File: src/rtl/regfl_arb_ctrl.sv
// Two-requester round-robin controller for a small register file.
// Runs WRITE/READ/INC/CLR operations and returns read data with a one-cycle ack.
module regfl_arb_ctrl #(
  parameter int WIDTH = 8,
  parameter int AW    = 2
) (
  input  logic             clk,
  input  logic             rst,
  input  logic             req0,
  input  logic             req1,
  input  logic [1:0]       op0,
  input  logic [1:0]       op1,
  input  logic [AW-1:0]    addr0,
  input  logic [AW-1:0]    addr1,
  input  logic [WIDTH-1:0] data0,
  input  logic [WIDTH-1:0] data1,
  output logic             ack0,
  output logic             ack1,
  output logic [WIDTH-1:0] rdata0,
  output logic [WIDTH-1:0] rdata1,
  output logic             busy,
  output logic             rf_wr_e,
  output logic [AW-1:0]    rf_wr_addr,
  output logic [WIDTH-1:0] rf_wr_data,
  output logic [AW-1:0]    rf_rd_addr,
  input  logic [WIDTH-1:0] rf_rd_data
);

  typedef enum logic [1:0] {
    IDLE = 2'd0,
    EXEC = 2'd1,
    WB   = 2'd2,
    DONE = 2'd3
  } state_t;

  localparam logic [1:0] OP_WRITE = 2'b00;
  localparam logic [1:0] OP_READ  = 2'b01;
  localparam logic [1:0] OP_INC   = 2'b10;
  localparam logic [1:0] OP_CLR   = 2'b11;

  state_t           state_reg, state_next;
  logic             ptr_reg, ptr_next;
  logic             grant_reg, grant_next;
  logic [1:0]       op_reg, op_next;
  logic [AW-1:0]    addr_reg, addr_next;
  logic [WIDTH-1:0] data_reg, data_next;
  logic [WIDTH-1:0] temp_reg, temp_next;
  logic [WIDTH-1:0] rdata_reg [2];

  logic [1:0]       req_vec;
  logic [1:0]       op_vec   [2];
  logic [AW-1:0]    addr_vec [2];
  logic [WIDTH-1:0] data_vec [2];
  logic             win;
  logic [1:0]       rdata_load;
  logic [WIDTH-1:0] rdata_val;
  logic [WIDTH-1:0] inc_val;
  logic [1:0]       ack_vec;

  assign req_vec     = {req1, req0};
  assign op_vec[0]   = op0;
  assign op_vec[1]   = op1;
  assign addr_vec[0] = addr0;
  assign addr_vec[1] = addr1;
  assign data_vec[0] = data0;
  assign data_vec[1] = data1;

  // Contention goes to the pointer; a lone request wins outright.
  always_comb begin
    if (req_vec == 2'b11) win = ptr_reg;
    else                  win = req_vec[1];
  end

  // Wraps modulo 2^WIDTH by truncation.
  assign inc_val = temp_reg + {{(WIDTH-1){1'b0}}, 1'b1};

  always_comb begin
    state_next = state_reg;
    ptr_next   = ptr_reg;
    grant_next = grant_reg;
    op_next    = op_reg;
    addr_next  = addr_reg;
    data_next  = data_reg;
    temp_next  = temp_reg;
    rf_wr_e    = 1'b0;
    rf_wr_data = '0;
    rdata_load = 2'b00;
    rdata_val  = '0;
    case (state_reg)
      IDLE: begin
        if (|req_vec) begin
          grant_next = win;
          ptr_next   = ~win;
          op_next    = op_vec[win];
          addr_next  = addr_vec[win];
          data_next  = data_vec[win];
          state_next = EXEC;
        end
      end
      EXEC: begin
        case (op_reg)
          OP_WRITE: begin
            rf_wr_e    = 1'b1;
            rf_wr_data = data_reg;
            state_next = DONE;
          end
          OP_CLR: begin
            rf_wr_e    = 1'b1;
            state_next = DONE;
          end
          OP_READ: begin
            rdata_load[grant_reg] = 1'b1;
            rdata_val             = rf_rd_data;
            state_next            = DONE;
          end
          OP_INC: begin
            temp_next  = rf_rd_data;
            state_next = WB;
          end
          default: state_next = DONE;
        endcase
      end
      WB: begin
        rf_wr_e               = 1'b1;
        rf_wr_data            = inc_val;
        rdata_load[grant_reg] = 1'b1;
        rdata_val             = inc_val;
        state_next            = DONE;
      end
      DONE: begin
        state_next = IDLE;
      end
      default: state_next = IDLE;
    endcase
  end

  always_ff @(posedge clk or posedge rst) begin
    if (rst) begin
      state_reg <= IDLE;
      ptr_reg   <= 1'b0;
      grant_reg <= 1'b0;
      op_reg    <= OP_WRITE;
      addr_reg  <= '0;
      data_reg  <= '0;
      temp_reg  <= '0;
    end else begin
      state_reg <= state_next;
      ptr_reg   <= ptr_next;
      grant_reg <= grant_next;
      op_reg    <= op_next;
      addr_reg  <= addr_next;
      data_reg  <= data_next;
      temp_reg  <= temp_next;
    end
  end

  always_ff @(posedge clk or posedge rst) begin
    if (rst) begin
      for (int i = 0; i < 2; i++) rdata_reg[i] <= '0;
    end else begin
      for (int i = 0; i < 2; i++) begin
        if (rdata_load[i]) rdata_reg[i] <= rdata_val;
      end
    end
  end

  genvar gi;
  generate
    for (gi = 0; gi < 2; gi++) begin : g_ack
      assign ack_vec[gi] = (state_reg == DONE) && (grant_reg == 1'(gi));
    end
  endgenerate

  assign ack0       = ack_vec[0];
  assign ack1       = ack_vec[1];
  assign rdata0     = rdata_reg[0];
  assign rdata1     = rdata_reg[1];
  assign busy       = (state_reg != IDLE);
  assign rf_wr_addr = addr_reg;
  assign rf_rd_addr = addr_reg;

endmodule

File: config.mk
export PLATFORM = sky130hd
export DESIGN_NAME = regfl_arb_ctrl
export DESIGN_NICKNAME = d
export VERILOG_FILES = /design/src/rtl/regfl_arb_ctrl.sv
export SDC_FILE = /design/constraint.sdc
export NUM_CORES = 1
export LEC_CHECK = 0
export ABC_AREA = 1
export ABC_CLOCK_PERIOD_IN_PS = 1800
export CAP_MARGIN = 30
export CORE_MARGIN = 2
export CORE_UTILIZATION = 45
export DETAILED_ROUTE_END_ITERATION = 12
export PLACE_DENSITY = 0.79
export REMOVE_ABC_BUFFERS = 1
export SETUP_SLACK_MARGIN = 0.02
export SYNTH_ARGS = -nofsm -noshare
export SYNTH_HDL_FRONTEND = slang
export SYNTH_SLANG_ARGS = --single-unit
File: constraint.sdc
create_clock -name clk -period 1.8 [get_ports clk]
set_input_delay 0.36 -clock clk [delete_from_list [all_inputs] [get_ports clk]]
set_output_delay 0.36 -clock clk [all_outputs]
set_load 0.01 [all_outputs]
==> flow_metrics.py, run 1 <==
metrics = {
    "logic_synthesis": {
        "synth-async-reset-ratio_pct": 100,
        "netlist_area_mm2": 0.00213,
        "synth_edf_count": 0,
        "synth_area_leader_cell": "dfrtp_1",
        "ys_types": 24,
        "yosysTopAreaCellShare_pct": 46.9,
        "yosysMostFrequentCell": "nand2_1",
        "netlist_instances": 274,
        "yosysSeqAreaShare_pct": 46.9,
        "synthTopCellsByCount": "nand2_1 (114), dfrtp_1 (40), inv_1 (28)",
        "synth.area.top_cells": "dfrtp_1 (47%), nand2_1 (20%), inv_1 (4.9%)",
        "avgSynthCellArea_um2": 7.78,
        "synth_seq_cells": 40,
        "ys.flop_type": "dfrtp_1",
        "synth_warnings": 0,
    },
    "critical_path": {
        "crit_chain": "buf_6 > ha_4 > buf_6 > inv_4 > nor2_2 > nor2_1 > nor2_1 > buf_2",
        "cp.required_ns": 1.44,
        "critPathBufInv": 4,
        "crit_type": "register to output port",
        "path_delay_family": "buffers and inverters",
        "crit_fanout": 3,
        "critPathArrivalTime_ns": 1.63,
        "start_kind": "register",
        "end_kind": "output port",
        "critical_path.slowest_cell": "dfrtp_1",
        "crit_path_max_incr_delay_ns": 0.44,
    },
    "timing": {
        "slew_headroom_pct": 66.5,
        "finalWorstSetupSlack_ns": -0.191,
        "rsz0062_at_grt": "true",
        "worst_pin_slew_ns": 0.502,
        "period_needed_ns": 1.99,
        "setup_viol": 11,
        "slew_violations": 0,
        "whs_ns": 0.398,
        "skew_ns": 0.00612,
        "fin_tns_setup_ns": -1.50,
        "final-hold-violation-count": 0,
        "period_share_pct": 111,
        "fmax_mhz": 502,
    },
    "die": {
        "rows": 25,
        "ios": 68,
        "core_area_mm2": 0.00463,
        "dieArea_mm2": 0.00530,
        "fp.dieH_um": 72.8,
        "floorplan.initialDensity_pct": 46.1,
        "die_x_um": 72.8,
    },
    "placed_design": {
        "dp_slack_ns": -0.296,
        "dp.cells": 422,
        "routabilityCongestion": 0.889,
        "numPortBuffers": 67,
        "place.detailed.hpwl_um": 4230,
    },
    "drt": {
        "drt_iter0_markers": 164,
        "wl_per_cell_um": 14.6,
        "ant_nets": 0,
        "vias_per_cell": 5.06,
        "drc_errors": 0,
        "via_count": 2227,
        "drt_pre_antenna_iters": 4,
        "wl_um": 6410,
    },
    "layout": {
        "multi_input_area_mm2": 0.00113,
        "nets": 429,
        "register_area_mm2": 0.00100,
        "fillCellCount": 322,
        "finalNonFillerCells": 440,
        "drive_gt1_share_pct": 30.8,
        "diodes": 0,
        "area_growth_pct": 62.1,
    },
    "power": {
        "total_power_mw": 6.12,
        "leakagePower_nw": 1.67,
        "pwr_density_cell_mw_per_mm2": 1770,
        "ir_worst_vdd_v": 0.000854,
    },
    "grt": {
        "grt_max_degree": 41,
        "grt.total_usage_pct": 24.4,
        "grt_antenna_before_repair": 0,
        "grt_overflow": 0,
        "grt_pass1_wl_um": 9920,
        "grt_pass1_vias": 2255,
    },
    "clock_network": {
        "cts_tree": "built",
        "ctsLongestPathBuffers": 2,
        "root_buffer": "clkbuf_8",
        "cts-buffers-inserted": 5,
        "cts.htree.levels": 2,
        "insertion_delay_ns": 0.31,
        "clock-sinks": 40,
        "hold_buffers": 0,
        "clk_pin_slew_ns": 0.08,
    },
    "run_status": {
        "violations": "setup timing",
        "outcome": "finished with violations",
    },
    "min_path": {
        "min_path_type": "input port to async pin",
    },
    "run": {
        "cap_violations": 0,
    },
}
==> per-layer routing <==
layer / part of all wire, % / up-vias / global-route usage [%]
met5: 0 / - / 0
met4: 3.1 / 0 / 11.3
met2: 50 / 89 / 42.1
met3: 5.7 / 18 / 5.94
met1: 42 / 1043 / 28.5
li1: - / 1077 / -
==> power breakdown <==
group / total, mW / internal (mW) / switching, mW / leakage [nW]
Sequential: 1.59 / 1.31 / 0.277 / 0.502
Clock: 0.789 / 0.453 / 0.335 / 0.0614
Combinational: 3.75 / 1.81 / 1.94 / 1.11
Total: 6.12 / 3.57 / 2.55 / 1.67
==> layout make-up <==
class                           instances  area share [%]
Clock buffer                            6            2.39
Tap cell                               54            1.95
Timing Repair Buffer                  112            29.2
Inverter                               32            3.84
Sequential cell                        40            29.0
Clock inverter                          2            1.12
Multi-Input combinational cell        194            32.6
==> final timing paths <==
kind / to / cells after the start / slack, ns / from
hold reg to reg: rdata1[5] / 2 / 0.48 / rdata1[5]
min in group clk: rdata1[5] / 2 / 0.48 / rdata1[5]
max in group asynchronous: data_reg[0] / 3 / 1.20 / rst
setup reg to reg: rdata0[6] / 13 / -0.07 / state_reg[0]
hold / removal: rdata0[6] / 3 / 0.40 / rst
setup / recovery: rf_wr_e / 8 / -0.19 / state_reg[0]
==> metrics by stage <==
step / utilization [%] / instance area, um2
floorplan: - / 2070
finish: 74.7 / 3460
CTS: 71.9 / 3330
global route: 74.7 / 3460
global placement: 66.5 / 3080
detailed placement: 66.5 / 3080
==> cells in the final DEF (no fill, tap or decap), drive strengths merged, types with 2 or more instances in the layout <==
master         netlist  layout
clkinv               1       3
o21ai               19      19
nand3               18      18
a21oi               13      13
clkbuf               1       6
nand2              117     117
o211ai               2       2
o21bai               2       2
ha                   8       8
inv                 31      30
dfrtp               40      40
buf                  7      56
clkdlybuf4s50        0      55
nor2                13      13
==> tightest hold or removal path: stages <==
cell and delay, ns:
clkdlybuf4s50_1 0.39, inv_1 0.09, buf_12 0.24
==> what timing repair did <==
action | in CTS | in global routing
setup buffers | 8 | 3
endpoints found under the setup margin | 12 | 19
hold endpoints to repair | 0 | 0
resized for setup | 77 | 29
pin swaps | 3 | 10
==> kinds of logic (layout without fill, tap and decap cells) <==
kind of cell / after synthesis / in the layout / share of synthesized area [%]
flip-flops: 40 / 40 / 46.9
adder cells (fa/ha/maj): 8 / 8 / 4.70
multiplexers: 1 / 1 / 0.528
AND/OR/NAND/NOR: 148 / 148 / 28.4
AO/OA/AOI/OAI: 37 / 37 / 10.7
buffers and inverters: 40 / 152 / 8.68
Note: power is estimated with default switching activity, not from simulation.
==> run 2: changes to the inputs <==
- CTS_CLUSTER_SIZE: unset -> 14
==> results of run 2 <==
No change in the layout: final DEF, timing and power equal those of run 1.
